==> config.mk <==
export PLATFORM = sky130hd
export DESIGN_NAME = wb_stage_flat
export DESIGN_NICKNAME = d
export VERILOG_FILES = /design/src/rtl/wb_stage_pkg.sv /design/src/rtl/wb_stage_if.sv /design/src/rtl/wb_stage_ld_extend.sv /design/src/rtl/wb_stage.sv /design/src/flat_wrapper.sv
export SDC_FILE = /design/constraint.sdc
export NUM_CORES = 1
export LEC_CHECK = 0
export CORE_MARGIN = 2
export CORE_UTILIZATION = 50
export CTS_CLUSTER_DIAMETER = 200
export DETAILED_ROUTE_END_ITERATION = 10
export PLACE_DENSITY = 0.8
export REMOVE_ABC_BUFFERS = 1
export SLEW_MARGIN = 20
export SYNTH_ARGS = -nofsm -noshare
export SYNTH_HDL_FRONTEND = slang
export SYNTH_HIERARCHICAL = 1
export SYNTH_SLANG_ARGS = --single-unit
export TNS_END_PERCENT = 1
==> constraint.sdc <==
create_clock -name i_clk -period 3.6 [get_ports i_clk]
set_input_delay 0.9 -clock i_clk [delete_from_list [all_inputs] [get_ports i_clk]]
set_output_delay 0.9 -clock i_clk [all_outputs]
set_load 0.05 [all_outputs]
==> src/rtl/wb_stage_pkg.sv <==
// wb_stage_pkg: shared widths, load-size codes and writeback FSM state type (commit ports gated by DIFFTEST_EN)
`ifndef CPU_WIDTH
`define CPU_WIDTH 64
`endif
`ifndef REG_ADDRW
`define REG_ADDRW 5
`endif

package wb_stage_pkg;
    localparam int CPU_WIDTH = `CPU_WIDTH;
    localparam int REG_ADDRW = `REG_ADDRW;
    localparam logic [1:0] LD_B = 2'd0;
    localparam logic [1:0] LD_H = 2'd1;
    localparam logic [1:0] LD_W = 2'd2;
    localparam logic [1:0] LD_D = 2'd3;
    typedef enum logic [1:0] {IDLE, WAIT_MEM, WB} wb_state_t;
endpackage

==> src/rtl/wb_stage_if.sv <==
// wb_stage_if: memory-stage handshake, load response and register-file write bundle (DIFFTEST_EN adds commit trace)
interface wb_stage_if;
    import wb_stage_pkg::*;
    logic                 i_valid;
    logic                 o_ready;
    logic                 i_rd_wen;
    logic [REG_ADDRW-1:0] i_rd_addr;
    logic [CPU_WIDTH-1:0] i_alu_res;
    logic                 i_is_load;
    logic [1:0]           i_ld_size;
    logic                 i_ld_unsigned;
    logic [2:0]           i_addr_lo;
    logic                 i_mem_rvalid;
    logic [CPU_WIDTH-1:0] i_mem_rdata;
    logic                 o_wen;
    logic [REG_ADDRW-1:0] o_waddr;
    logic [CPU_WIDTH-1:0] o_wdata;
`ifdef DIFFTEST_EN
    logic [CPU_WIDTH-1:0] i_pc;
    logic [31:0]          i_inst;
    logic                 o_commit_valid;
    logic [CPU_WIDTH-1:0] o_commit_pc;
    logic [31:0]          o_commit_inst;
`endif

    modport master (
`ifdef DIFFTEST_EN
        output i_pc, i_inst,
        input  o_commit_valid, o_commit_pc, o_commit_inst,
`endif
        output i_valid, i_rd_wen, i_rd_addr, i_alu_res, i_is_load, i_ld_size,
               i_ld_unsigned, i_addr_lo, i_mem_rvalid, i_mem_rdata,
        input  o_ready, o_wen, o_waddr, o_wdata
    );

    modport slave (
`ifdef DIFFTEST_EN
        input  i_pc, i_inst,
        output o_commit_valid, o_commit_pc, o_commit_inst,
`endif
        input  i_valid, i_rd_wen, i_rd_addr, i_alu_res, i_is_load, i_ld_size,
               i_ld_unsigned, i_addr_lo, i_mem_rvalid, i_mem_rdata,
        output o_ready, o_wen, o_waddr, o_wdata
    );
endinterface

==> src/rtl/wb_stage_ld_extend.sv <==
// ld_extend: combinational load-data shift, size select and sign/zero extension
module ld_extend
    import wb_stage_pkg::*;
(
    input  logic [CPU_WIDTH-1:0] rdata_i,
    input  logic [2:0]           addr_lo_i,
    input  logic [1:0]           size_i,
    input  logic                 uns_i,
    output logic [CPU_WIDTH-1:0] data_o
);
    logic [CPU_WIDTH-1:0] shifted;

    // Bring the addressed byte to bit 0 (zero-filled), then keep and extend the sized field
    always_comb begin
        shifted = rdata_i >> {addr_lo_i, 3'b000};
        data_o  = size_i == LD_B ? {{(CPU_WIDTH-8){!uns_i && shifted[7]}}, shifted[7:0]} :
                  size_i == LD_H ? {{(CPU_WIDTH-16){!uns_i && shifted[15]}}, shifted[15:0]} :
                  size_i == LD_W ? {{(CPU_WIDTH-32){!uns_i && shifted[31]}}, shifted[31:0]} :
                  shifted;
    end
endmodule

==> src/rtl/wb_stage.sv <==
// wb_stage: writeback stage driving the register-file write port; DIFFTEST_EN adds a commit trace
module wb_stage
    import wb_stage_pkg::*;
(
    input  logic     i_clk,
    input  logic     i_rst,
    wb_stage_if.slave bus
);
    wb_state_t            state_q;
    logic                 rd_wen_q;
    logic [REG_ADDRW-1:0] rd_addr_q;
    logic [1:0]           ld_size_q;
    logic                 ld_uns_q;
    logic [2:0]           addr_lo_q;
    logic                 wen_q;
    logic [REG_ADDRW-1:0] waddr_q;
    logic [CPU_WIDTH-1:0] wdata_q;
    logic [CPU_WIDTH-1:0] ld_data_d;
    logic                 ld_wr_d;
    logic                 alu_wr_d;
`ifdef DIFFTEST_EN
    logic [CPU_WIDTH-1:0] pc_q;
    logic [31:0]          inst_q;
    logic                 cvalid_q;
    logic [CPU_WIDTH-1:0] cpc_q;
    logic [31:0]          cinst_q;
`endif

    ld_extend u_ld_extend (
        .rdata_i   (bus.i_mem_rdata),
        .addr_lo_i (addr_lo_q),
        .size_i    (ld_size_q),
        .uns_i     (ld_uns_q),
        .data_o    (ld_data_d)
    );

    assign ld_wr_d      = rd_wen_q && rd_addr_q != '0;
    assign alu_wr_d     = bus.i_rd_wen && bus.i_rd_addr != '0;
    assign bus.o_ready  = !i_rst && state_q != WAIT_MEM;
    assign bus.o_wen    = wen_q;
    assign bus.o_waddr  = waddr_q;
    assign bus.o_wdata  = wdata_q;
`ifdef DIFFTEST_EN
    assign bus.o_commit_valid = cvalid_q;
    assign bus.o_commit_pc    = cpc_q;
    assign bus.o_commit_inst  = cinst_q;
`endif

    // Writeback FSM: accept from IDLE/WB, park in WAIT_MEM for a load response, write once in WB
    always_ff @(posedge i_clk or posedge i_rst) begin
        if (i_rst) begin
            state_q   <= IDLE;
            rd_wen_q  <= 1'b0;
            rd_addr_q <= '0;
            ld_size_q <= LD_B;
            ld_uns_q  <= 1'b0;
            addr_lo_q <= '0;
            wen_q     <= 1'b0;
            waddr_q   <= '0;
            wdata_q   <= '0;
`ifdef DIFFTEST_EN
            pc_q      <= '0;
            inst_q    <= '0;
            cvalid_q  <= 1'b0;
            cpc_q     <= '0;
            cinst_q   <= '0;
`endif
        end else begin
            wen_q <= 1'b0;
`ifdef DIFFTEST_EN
            cvalid_q <= 1'b0;
`endif
            if (state_q == WAIT_MEM) begin
                if (bus.i_mem_rvalid) begin
                    state_q <= WB;
                    wen_q   <= ld_wr_d;
                    if (ld_wr_d) begin
                        waddr_q <= rd_addr_q;
                        wdata_q <= ld_data_d;
                    end
`ifdef DIFFTEST_EN
                    cvalid_q <= 1'b1;
                    cpc_q    <= pc_q;
                    cinst_q  <= inst_q;
`endif
                end
            end else if (bus.i_valid) begin
                rd_wen_q  <= bus.i_rd_wen;
                rd_addr_q <= bus.i_rd_addr;
                ld_size_q <= bus.i_ld_size;
                ld_uns_q  <= bus.i_ld_unsigned;
                addr_lo_q <= bus.i_addr_lo;
`ifdef DIFFTEST_EN
                pc_q      <= bus.i_pc;
                inst_q    <= bus.i_inst;
`endif
                if (bus.i_is_load) begin
                    state_q <= WAIT_MEM;
                end else begin
                    state_q <= WB;
                    wen_q   <= alu_wr_d;
                    if (alu_wr_d) begin
                        waddr_q <= bus.i_rd_addr;
                        wdata_q <= bus.i_alu_res;
                    end
`ifdef DIFFTEST_EN
                    cvalid_q <= 1'b1;
                    cpc_q    <= bus.i_pc;
                    cinst_q  <= bus.i_inst;
`endif
                end
            end else begin
                state_q <= IDLE;
            end
        end
    end
endmodule

==> src/flat_wrapper.sv <==
// flat-port wrapper written by rule: the top's interface ports become plain ports
module wb_stage_flat import wb_stage_pkg::*;
  (i_clk, i_rst, bus_i_valid, bus_i_rd_wen, bus_i_rd_addr, bus_i_alu_res, bus_i_is_load, bus_i_ld_size, bus_i_ld_unsigned, bus_i_addr_lo, bus_i_mem_rvalid, bus_i_mem_rdata, bus_o_ready, bus_o_wen, bus_o_waddr, bus_o_wdata);
  wb_stage_if bus_i ();
  input  logic i_clk;
  input  logic i_rst;
  input wire logic [$bits(bus_i.i_valid)-1:0] bus_i_valid;
  input wire logic [$bits(bus_i.i_rd_wen)-1:0] bus_i_rd_wen;
  input wire logic [$bits(bus_i.i_rd_addr)-1:0] bus_i_rd_addr;
  input wire logic [$bits(bus_i.i_alu_res)-1:0] bus_i_alu_res;
  input wire logic [$bits(bus_i.i_is_load)-1:0] bus_i_is_load;
  input wire logic [$bits(bus_i.i_ld_size)-1:0] bus_i_ld_size;
  input wire logic [$bits(bus_i.i_ld_unsigned)-1:0] bus_i_ld_unsigned;
  input wire logic [$bits(bus_i.i_addr_lo)-1:0] bus_i_addr_lo;
  input wire logic [$bits(bus_i.i_mem_rvalid)-1:0] bus_i_mem_rvalid;
  input wire logic [$bits(bus_i.i_mem_rdata)-1:0] bus_i_mem_rdata;
  output wire logic [$bits(bus_i.o_ready)-1:0] bus_o_ready;
  output wire logic [$bits(bus_i.o_wen)-1:0] bus_o_wen;
  output wire logic [$bits(bus_i.o_waddr)-1:0] bus_o_waddr;
  output wire logic [$bits(bus_i.o_wdata)-1:0] bus_o_wdata;
  assign bus_i.i_valid = bus_i_valid;
  assign bus_i.i_rd_wen = bus_i_rd_wen;
  assign bus_i.i_rd_addr = bus_i_rd_addr;
  assign bus_i.i_alu_res = bus_i_alu_res;
  assign bus_i.i_is_load = bus_i_is_load;
  assign bus_i.i_ld_size = bus_i_ld_size;
  assign bus_i.i_ld_unsigned = bus_i_ld_unsigned;
  assign bus_i.i_addr_lo = bus_i_addr_lo;
  assign bus_i.i_mem_rvalid = bus_i_mem_rvalid;
  assign bus_i.i_mem_rdata = bus_i_mem_rdata;
  assign bus_o_ready = bus_i.o_ready;
  assign bus_o_wen = bus_i.o_wen;
  assign bus_o_waddr = bus_i.o_waddr;
  assign bus_o_wdata = bus_i.o_wdata;
  wb_stage u_core (.i_clk(i_clk), .i_rst(i_rst), .bus(bus_i));
endmodule
==> reports/qor.yml <==
global_routing:
  grt_max_degree: 72
  grt_pass1_vias: 7211
  grtUsageTotal: 0.292
  grt_overflow_total: 0
  antenna_found_initial: 0
  grt_pass1_wl_mm: 38.2
synth:
  synthCells: 751
  synth-seq-cells: 84
  yosysMostFrequentCell: "nand2_1"
  synth_area_leader_cell: "dfrtp_1"
  ys_seq_area_frac: 0.270
  synth_common_cells: "nand2_1, dfrtp_1, a21oi_1"
  ys_async_sr_fraction: 1.00
  synth_top_area_frac: 0.270
  avgSynthCellArea_um2: 10.4
  ys_top_cells_by_area: "dfrtp_1, a31oi_4, nand2_1"
  ys.warnings.count: 6
  ys.flop_type: "dfrtp_1"
  yosysUniqueCellTypes: 48
  syn_area_um2: 7770
  synth-edff-count: 0
cts:
  clockBufferDepth: 2
  cts.sinks: 84
  cts_resized: 0
  numCtsBuffers: 9
  cts_root_buf: "clkbuf_16"
  clk_pin_slew_ns: 0.07
  hold_buffers: 0
  post-cts-setup-buffers: 0
  cts_max_level: 3
  cts_tree: "built"
  clk_latency_ns: 0.35
finish:
  drive_gt1_frac: 0.215
  fin_cells: 1111
  areaGrowthSynthToFinish_pct: 31.5
  fin_nets: 1063
  antennaDiodeCount: 0
route:
  viasPerCell: 6.29
  detail-route-antenna-nets: 0
  drtIter0Drc: 576
  wl_per_cell_um: 21.6
  vias: 6988
  drcViolationCount: 0
  wirelength_mm: 24.0
  dr.pass1.iters: 6
pwr:
  seqPwrFrac: 0.228
  p_per_area_nw_per_um2: 660
  p_clk_frac: 0.157
  p_leak_uw: 0.00371
  p_total_uw: 6750
  switchingPower_uw: 3230
  combPwrFrac: 0.615
  p_sw_frac: 0.479
  ir_drop_uv: 410
  p_int_uw: 3520
timing:
  whs_ns: 0.488
  slew_viol_final: 0
  final_hold_viol_count: 0
  rsz0062_at_grt: "false"
  setup_tns_ns: 0
  fin_skew_ns: 0.0119
  finalCriticalPeriod_ns: 3.18
  setup_viol: 0
  fin_crit_sh: 0.883
  finalWorstSetupSlack_ns: 0.421
  max_freq_mhz: 315
  worstMarginPinSlew_ns: 1.12
  maxSlewHeadroom: 0.252
hold_path:
  hp-class: "flip-flop to flip-flop"
place:
  placedCellCount: 1095
  port_buffers: 215
  place_hpwl_mm: 15.9
  dpl_worst_slack_ns: 0.372
  place_congestion: 0.853
floorplan:
  num_io_pins: 216
  start_util: 0.511
  row_count: 45
  design.die.area_um2: 16600
  die_width_um: 129
  die_h_um: 129
  core_um2: 15200
worst_setup_path:
  path_max_fanout: 2
  endpoint_kind: "output port"
  cp-start-kind: "input port"
  cp.required_ns: 2.70
  crit_arrival_ns: 2.28
  worstSetupPathType: "input port to output port"
flow_run:
  max_cap_violations: 0
status:
  status: "finished, final reports clean"
-- power groups by stage --
| stage | combinational [uW] | sequential [uW] | clock (uW) |
|---|---|---|---|
| 2_1_floorplan | 1770 | 2620 | 0 |
| 3_3_place_gp | 4070 | 1540 | 0 |
| 3_5_place_dp | 4120 | 1550 | 0 |
| 4_1_cts | 4130 | 1540 | 1080 |
| 5_1_grt | 4360 | 1580 | 1120 |
| 6_report | 4150 | 1540 | 1060 |
-- layout by cell type, fill, tap and decap left out, drive strengths merged, types with 2 or more instances in the layout --
| cell | instances |
|---|---|
| a21oi | 83 |
| a22oi | 27 |
| a31oi | 69 |
| a32oi | 5 |
| buf | 26 |
| bufinv | 2 |
| clkbuf | 10 |
| clkdlybuf4s50 | 215 |
| clkinv | 4 |
| dfrtp | 84 |
| inv | 6 |
| mux2 | 16 |
| mux2i | 59 |
| mux4 | 21 |
| nand2 | 180 |
| nand2b | 2 |
| nor2 | 12 |
| nor2b | 5 |
| nor4 | 9 |
| o21ai | 14 |
| o22a | 6 |
| o22ai | 47 |
| o2bb2ai | 8 |
| or4 | 2 |
-- sequential cells by signal, indices dropped and copies added (netlist names) --
register and count:
u_core/rd_wen_q 1, u_core/bus.o_wdata 64, u_core/ld_size_q 2, u_core/ld_uns_q 1
u_core/addr_lo_q 3, u_core/bus.o_waddr 5, u_core/bus.o_wen 1, u_core/state_q 2
u_core/rd_addr_q 5
-- worst max-delay path, cell delays in order --
cell             delay [ns]
clkdlybuf4s50_1        0.44
nor2_1                 0.12
clkdlybuf4s50_1        0.81
-- worst paths after layout --
path                                    from                     end  slack (ns)  cells past startpoint
min                          u_core/rd_wen_q         u_core/rd_wen_q        0.49                      2
max in group asynchronous              i_rst     u_core/addr_lo_q[0]        1.92                      3
max                                    i_rst             bus_o_ready        0.42                      3
min reg2reg                  u_core/rd_wen_q         u_core/rd_wen_q        0.49                      2
max reg2reg                u_core/state_q[1]  u_core/bus.o_wdata[27]        0.83                      6
min in group asynchronous              i_rst     u_core/rd_addr_q[1]        1.02                      2
-- logic make-up after synthesis --
family / after synthesis / share of synthesized area
compound gates: 264 / 0.373
simple gates: 216 / 0.117
mux: 96 / 0.160
buf+inv: 91 / 0.0800
flops: 84 / 0.270
-- cell type report --
cell class | instances | area [um^2]
Inverter | 6 | 23.8
Multi-Input combinational cell | 576 | 5060
Clock inverter | 6 | 95.1
Sequential cell | 84 | 2110
Fill cell | 1194 | 4980
Tap cell | 188 | 235
Clock buffer | 10 | 239
Timing Repair Buffer | 241 | 2460
-- metal layers --
layer	global-route usage	part of all wire
met1	0.385	0.42
met2	0.474	0.48
met3	0.0582	0.078
met4	0.113	0.026
met5	0	0
-- stage by stage --
stage / utilization / cell area [um^2]
after floorplan: - / 7180
after global placement: 0.651 / 9890
after detailed placement: 0.651 / 9890
after CTS: 0.673 / 10200
after global routing: 0.673 / 10200
final: 0.673 / 10200
Note: power is estimated with default switching activity, not from simulation.
